[config.mk]
export PLATFORM = sky130hd
export DESIGN_NAME = mc_main_fsm
export DESIGN_NICKNAME = d
export VERILOG_FILES = /design/src/rtl/mc_ctrl_pkg.sv /design/src/rtl/mc_imm_src_dec.sv /design/src/rtl/mc_main_fsm.sv
export SDC_FILE = /design/constraint.sdc
export NUM_CORES = 1
export LEC_CHECK = 0
export ABC_CLOCK_PERIOD_IN_PS = 3000
export CAP_MARGIN = 20
export CELL_PAD_IN_SITES_DETAIL_PLACEMENT = 0
export CELL_PAD_IN_SITES_GLOBAL_PLACEMENT = 1
export CORE_MARGIN = 2
export CORE_UTILIZATION = 25
export CTS_CLUSTER_SIZE = 12
export DETAILED_ROUTE_END_ITERATION = 8
export GPL_ROUTABILITY_DRIVEN = 0
export PLACE_DENSITY = 0.89
export SLEW_MARGIN = 20
export SYNTH_ARGS = -nofsm -noshare
export SYNTH_HDL_FRONTEND = slang
export SYNTH_SLANG_ARGS = --single-unit
[constraint.sdc]
create_clock -name clk -period 3 [get_ports clk]
set_input_delay 0.6 -clock clk [delete_from_list [all_inputs] [get_ports clk]]
set_output_delay 0.6 -clock clk [all_outputs]
set_load 0.03 [all_outputs]
[src/rtl/mc_ctrl_pkg.sv]
// Shared control encodings for the multicycle RV32I core: FSM states, opcodes
// and the mux/ALU select codes driven by the main control FSM.
package mc_ctrl_pkg;

  typedef enum logic [3:0] {
    S_FETCH    = 4'd0,
    S_DECODE   = 4'd1,
    S_MEMADR   = 4'd2,
    S_MEMREAD  = 4'd3,
    S_MEMWB    = 4'd4,
    S_MEMWRITE = 4'd5,
    S_EXECR    = 4'd6,
    S_EXECI    = 4'd7,
    S_ALUWB    = 4'd8,
    S_JAL      = 4'd9,
    S_BEQ      = 4'd10,
    S_HALT     = 4'd11
  } state_e;

  localparam logic [6:0] OP_LW  = 7'b0000011;
  localparam logic [6:0] OP_SW  = 7'b0100011;
  localparam logic [6:0] OP_R   = 7'b0110011;
  localparam logic [6:0] OP_I   = 7'b0010011;
  localparam logic [6:0] OP_BEQ = 7'b1100011;
  localparam logic [6:0] OP_JAL = 7'b1101111;

  localparam logic [1:0] SRCA_PC    = 2'b00;
  localparam logic [1:0] SRCA_OLDPC = 2'b01;
  localparam logic [1:0] SRCA_RS1   = 2'b10;

  localparam logic [1:0] SRCB_RS2  = 2'b00;
  localparam logic [1:0] SRCB_IMM  = 2'b01;
  localparam logic [1:0] SRCB_FOUR = 2'b10;

  localparam logic [1:0] RES_ALUOUT    = 2'b00;
  localparam logic [1:0] RES_DATA      = 2'b01;
  localparam logic [1:0] RES_ALURESULT = 2'b10;

  localparam logic [1:0] ALUOP_ADD    = 2'b00;
  localparam logic [1:0] ALUOP_SUB    = 2'b01;
  localparam logic [1:0] ALUOP_FUNCT  = 2'b10;

  localparam logic [1:0] IMM_I = 2'b00;
  localparam logic [1:0] IMM_S = 2'b01;
  localparam logic [1:0] IMM_B = 2'b10;
  localparam logic [1:0] IMM_J = 2'b11;

endpackage

[src/rtl/mc_imm_src_dec.sv]
// Opcode to immediate-format decoder; shared with the pipelined core's decode stage.
module mc_imm_src_dec
  import mc_ctrl_pkg::*;
(
  input  logic [6:0] op,
  output logic [1:0] imm_src
);

  always_comb begin
    imm_src = IMM_I;
    case (op)
      OP_SW:   imm_src = IMM_S;
      OP_BEQ:  imm_src = IMM_B;
      OP_JAL:  imm_src = IMM_J;
      default: imm_src = IMM_I;
    endcase
  end

endmodule

[src/rtl/mc_main_fsm.sv]
// Main control FSM of the multicycle RV32I core (lw, sw, R, I, beq, jal).
// Optional handshaking memory support via macro MC_MAIN_FSM_MEM_READY_EN.
module mc_main_fsm
  import mc_ctrl_pkg::*;
#(
  parameter bit ILLEGAL_HALT = 1'b0
) (
  input  logic       clk,
  input  logic       rst_n,
  input  logic [6:0] op,
  input  logic       zero,
`ifdef MC_MAIN_FSM_MEM_READY_EN
  input  logic       mem_ready,
`endif
  output logic       pc_write,
  output logic       adr_src,
  output logic       mem_write,
  output logic       ir_write,
  output logic [1:0] result_src,
  output logic [1:0] alu_src_a,
  output logic [1:0] alu_src_b,
  output logic [1:0] alu_op,
  output logic [1:0] imm_src,
  output logic       reg_write,
  output logic       illegal_op,
  output logic [3:0] state_o
);

  state_e state_q, state_d;
  logic   mem_rdy;
  logic   pc_update;
  logic   branch;

`ifdef MC_MAIN_FSM_MEM_READY_EN
  assign mem_rdy = mem_ready;
`else
  assign mem_rdy = 1'b1;
`endif

  always_ff @(posedge clk) begin
    if (!rst_n) state_q <= S_FETCH;
    else        state_q <= state_d;
  end

  always_comb begin
    state_d    = state_q;
    adr_src    = 1'b0;
    mem_write  = 1'b0;
    ir_write   = 1'b0;
    result_src = RES_ALUOUT;
    alu_src_a  = SRCA_PC;
    alu_src_b  = SRCB_RS2;
    alu_op     = ALUOP_ADD;
    reg_write  = 1'b0;
    illegal_op = 1'b0;
    pc_update  = 1'b0;
    branch     = 1'b0;

    case (state_q)
      S_FETCH: begin
        alu_src_b  = SRCB_FOUR;
        result_src = RES_ALURESULT;
        if (mem_rdy) begin
          ir_write  = 1'b1;
          pc_update = 1'b1;
          state_d   = S_DECODE;
        end
      end
      // DECODE precomputes the branch target into ALUOut
      S_DECODE: begin
        alu_src_a = SRCA_OLDPC;
        alu_src_b = SRCB_IMM;
        case (op)
          OP_LW, OP_SW: state_d = S_MEMADR;
          OP_R:         state_d = S_EXECR;
          OP_I:         state_d = S_EXECI;
          OP_JAL:       state_d = S_JAL;
          OP_BEQ:       state_d = S_BEQ;
          default: begin
            illegal_op = 1'b1;
            state_d    = ILLEGAL_HALT ? S_HALT : S_FETCH;
          end
        endcase
      end
      S_MEMADR: begin
        alu_src_a = SRCA_RS1;
        alu_src_b = SRCB_IMM;
        state_d   = (op == OP_LW) ? S_MEMREAD : S_MEMWRITE;
      end
      S_MEMREAD: begin
        adr_src = 1'b1;
        if (mem_rdy) state_d = S_MEMWB;
      end
      S_MEMWB: begin
        result_src = RES_DATA;
        reg_write  = 1'b1;
        state_d    = S_FETCH;
      end
      S_MEMWRITE: begin
        adr_src   = 1'b1;
        mem_write = 1'b1;
        if (mem_rdy) state_d = S_FETCH;
      end
      S_EXECR: begin
        alu_src_a = SRCA_RS1;
        alu_op    = ALUOP_FUNCT;
        state_d   = S_ALUWB;
      end
      S_EXECI: begin
        alu_src_a = SRCA_RS1;
        alu_src_b = SRCB_IMM;
        alu_op    = ALUOP_FUNCT;
        state_d   = S_ALUWB;
      end
      S_ALUWB: begin
        reg_write = 1'b1;
        state_d   = S_FETCH;
      end
      // Link value PC+4 comes from OldPC+4; PC takes the target held in ALUOut
      S_JAL: begin
        alu_src_a = SRCA_OLDPC;
        alu_src_b = SRCB_FOUR;
        pc_update = 1'b1;
        state_d   = S_ALUWB;
      end
      S_BEQ: begin
        alu_src_a = SRCA_RS1;
        alu_op    = ALUOP_SUB;
        branch    = 1'b1;
        state_d   = S_FETCH;
      end
      S_HALT:  state_d = S_HALT;
      default: state_d = S_FETCH;
    endcase

    pc_write = pc_update | (branch & zero);

    // Reset aborts the instruction: no strobes, selects parked at FETCH values
    if (!rst_n) begin
      pc_write   = 1'b0;
      ir_write   = 1'b0;
      mem_write  = 1'b0;
      reg_write  = 1'b0;
      illegal_op = 1'b0;
      adr_src    = 1'b0;
      alu_src_a  = SRCA_PC;
      alu_src_b  = SRCB_FOUR;
      alu_op     = ALUOP_ADD;
      result_src = RES_ALURESULT;
    end
  end

  mc_imm_src_dec u_imm_src_dec (
    .op      (op),
    .imm_src (imm_src)
  );

  assign state_o = state_q;

endmodule

==> results.sh <==
export IMPL_crit_path_frequent_cell="clkdlybuf4s50_1"
export IMPL_clock_sinks=4
export IMPL_tns_ps=0
export IMPL_place_worst_setup_slack_ps=-21.8
export IMPL_clk_pin_slew_ps=40
export IMPL_yosysUniqueCellTypes=32
export IMPL_antenna_left=0
export IMPL_grt_max_degree=19
export IMPL_yosys_area_top_type="dfxtp_1"
export IMPL_critPathTopFamily="buffers and inverters"
export IMPL_worstMarginPinSlew_ps=567
export IMPL_drv_cap=0
export IMPL_grt_overflow_total=0
export IMPL_min_period_ps=2900
export IMPL_first_pass_iters=4
export IMPL_grt_pass1_wl_mm=2.61
export IMPL_clk_latency_ps=240
export IMPL_clock_skew_ps=0.904
export IMPL_outcome="complete, no violations"
export IMPL_cts_setup_buffers=0
export IMPL_syn_num_nets=89
export IMPL_hpwl_mm=1.30
export IMPL_numCtsBuffers=3
export IMPL_core_area_um2=1940
export IMPL_worst_setup_path_end_kind="output port"
export IMPL_drt_wl_total_mm=1.66
export IMPL_multi_input_area_um2=393
export IMPL_cp_arrival_ps=2300
export IMPL_area_growth_syn_to_layout_pct=74.2
export IMPL_initial_core_util_pct=26.2
export IMPL_dr_first_iter_drc_count=8
export IMPL_yosys_top_cells_area="dfxtp_1 (16%), nand2_1 (6.6%), nor2b_1 (6.1%)"
export IMPL_cp_slowest_stage_delay_ps=660
export IMPL_slew_violations=0
export IMPL_synth_ff_type="dfxtp_1"
export IMPL_synth_seq_cells=4
export IMPL_area_sequential_um2=80.1
export IMPL_clk_path_buf_depth=2
export IMPL_drive_gt1_share_pct=13.4
export IMPL_cts_tree="built"
export IMPL_ir_worst_vdd_mv=0.0936
export IMPL_yosysTopAreaCellShare_pct=15.7
export IMPL_p_leak_nw=0.386
export IMPL_cp_max_fo=8
export IMPL_cellPowerDensity_nw_per_um2=231
export IMPL_drc=0
export IMPL_ctsHtreeMaxLevel=1
export IMPL_fp_row_count=16
export IMPL_layout_cells_non_filler=139
export IMPL_p_total_mw=0.205
export IMPL_fin_nets=124
export IMPL_syn_area_um2=509
export IMPL_io_pins=30
export IMPL_finalSetupViolCount=0
export IMPL_mostFrequentLayoutCells="clkdlybuf4s50_1 (22), buf_4 (10), nand2_1 (9), nor2_1 (7)"
export IMPL_synth_avg_cell_area_um2=6.45
export IMPL_synth_edf_count=0
export IMPL_num_vias=694
export IMPL_die_width_um=49.1
export IMPL_yosysSeqAreaShare_pct=15.7
export IMPL_slowest_stage="clkdlybuf4s50_1"
export IMPL_syn_inst=79
export IMPL_diodes=0
export IMPL_timing_fmax_mhz=344
export IMPL_worst_setup_path_type="in2out"
export IMPL_relSlewSlack_pct=62.2
export IMPL_placed_cells=136
export IMPL_n_fill_cell=212
export IMPL_place_port_buffers=29
export IMPL_hold_viol=0
export IMPL_critical_path_required_ps=2400
export IMPL_final_area_um2=887
export IMPL_largest_reg_flops=4
export IMPL_grt_usage_pct=13.6
export IMPL_ys_warnings_count=0
export IMPL_grt_pass1_vias=619
export IMPL_critPathLaunchType="input port"
export IMPL_post_route_period_util_pct=96.8
export IMPL_die_h_um=49.1
export IMPL_crit_buf_inv=2
export IMPL_antenna_found_initial=0
export IMPL_postSynth_asyncResetShare_pct=0
export IMPL_worst_slack_ps=96.2
export IMPL_avgViaCountPerCell=4.99
export IMPL_hp_class="reg2reg"
export IMPL_layout_commonest_cell="clkdlybuf4s50_1"
export IMPL_dieArea_um2=2410
export IMPL_wl_per_cell_um=12.0
export IMPL_cp_cell_sequence="clkdlybuf4s50_1 > nor2b_1 > and3_1 > clkdlybuf4s50_1"
export IMPL_rsz0062_at_grt="no"
export IMPL_placed_area_um2=862
export IMPL_cts_root_buffer="clkbuf_4"
layout make-up:
| cell class | instances | share of cell area (%) |
|---|---|---|
| well taps | 27 | 3.81 |
| repair buffers | 37 | 39.1 |
| inverters | 3 | 1.27 |
| flip-flops and latches | 4 | 9.03 |
| multi-input cells | 65 | 44.3 |
| clock buffers | 3 | 2.54 |
final timing paths:
path / depth (start not counted) / slack, ps / startpoint / end
max: 4 / 100 / rst_n / adr_src
min: 2 / 750 / state_o[0] / state_o[0]
max reg2reg: 4 / 1470 / state_o[1] / state_o[1]
min reg2reg: 2 / 750 / state_o[0] / state_o[0]
report_power, final:
part / internal [mW] / switching (mW) / leakage (nW) / total, mW
registers: 0.0548 / 0.00457 / 0.0326 / 0.0594
clock network: 0.0448 / 0.0222 / 0.0138 / 0.0670
logic: 0.0375 / 0.0415 / 0.340 / 0.0790
per-stage QoR:
stage          utilization [%]  hold slack (ps)
2_1_floorplan                -              669
3_3_place_gp              44.4              728
3_5_place_dp              44.4              734
4_1_cts                   45.4              740
5_1_grt                   45.7              786
6_report                  45.7              745
worst register-to-register path: cells and delay by family, from the launching register on:
| family | cells | cell delay [ps] |
|---|---|---|
| AO/OA/AOI/OAI | 1 | 150 |
| flip-flops | 1 | 500 |
| AND/OR/NAND/NOR | 3 | 800 |
kinds of logic after synthesis:
kind of cell	count (synthesis)	share of synthesized area, %
xor+xnor	4	6.88
buf+inv	10	7.37
simple gates	42	44.5
flops	4	15.7
compound gates	19	25.6
metal layers:
layer  vias up  GRT usage (%)  wire length (um)
li1        355              -                 -
met1       314           16.9               734
met2        23           23.4               836
met3         2          0.613                72
met4         0           7.14                19
met5         -              0                 0
Yosys cell counts, drive strengths merged, types with 2 or more instances:
| master | n |
|---|---|
| a21o | 2 |
| a21oi | 5 |
| nor2 | 7 |
| nand2b | 2 |
| nand2 | 10 |
| dfxtp | 4 |
| or4 | 2 |
| nor4 | 2 |
| o22ai | 2 |
| nand3 | 4 |
| buf | 2 |
| nor3 | 5 |
| inv | 3 |
| nor2b | 5 |
| xor2 | 3 |
| a211oi | 3 |
| clkbuf | 5 |
what timing repair did:
item / in CTS / in global routing
pin swaps: 0 / 0
setup endpoints to repair: 3 / 3
hold buffers: 0 / 0
resized for setup: 3 / 3
Note: power is estimated with default switching activity, not from simulation.
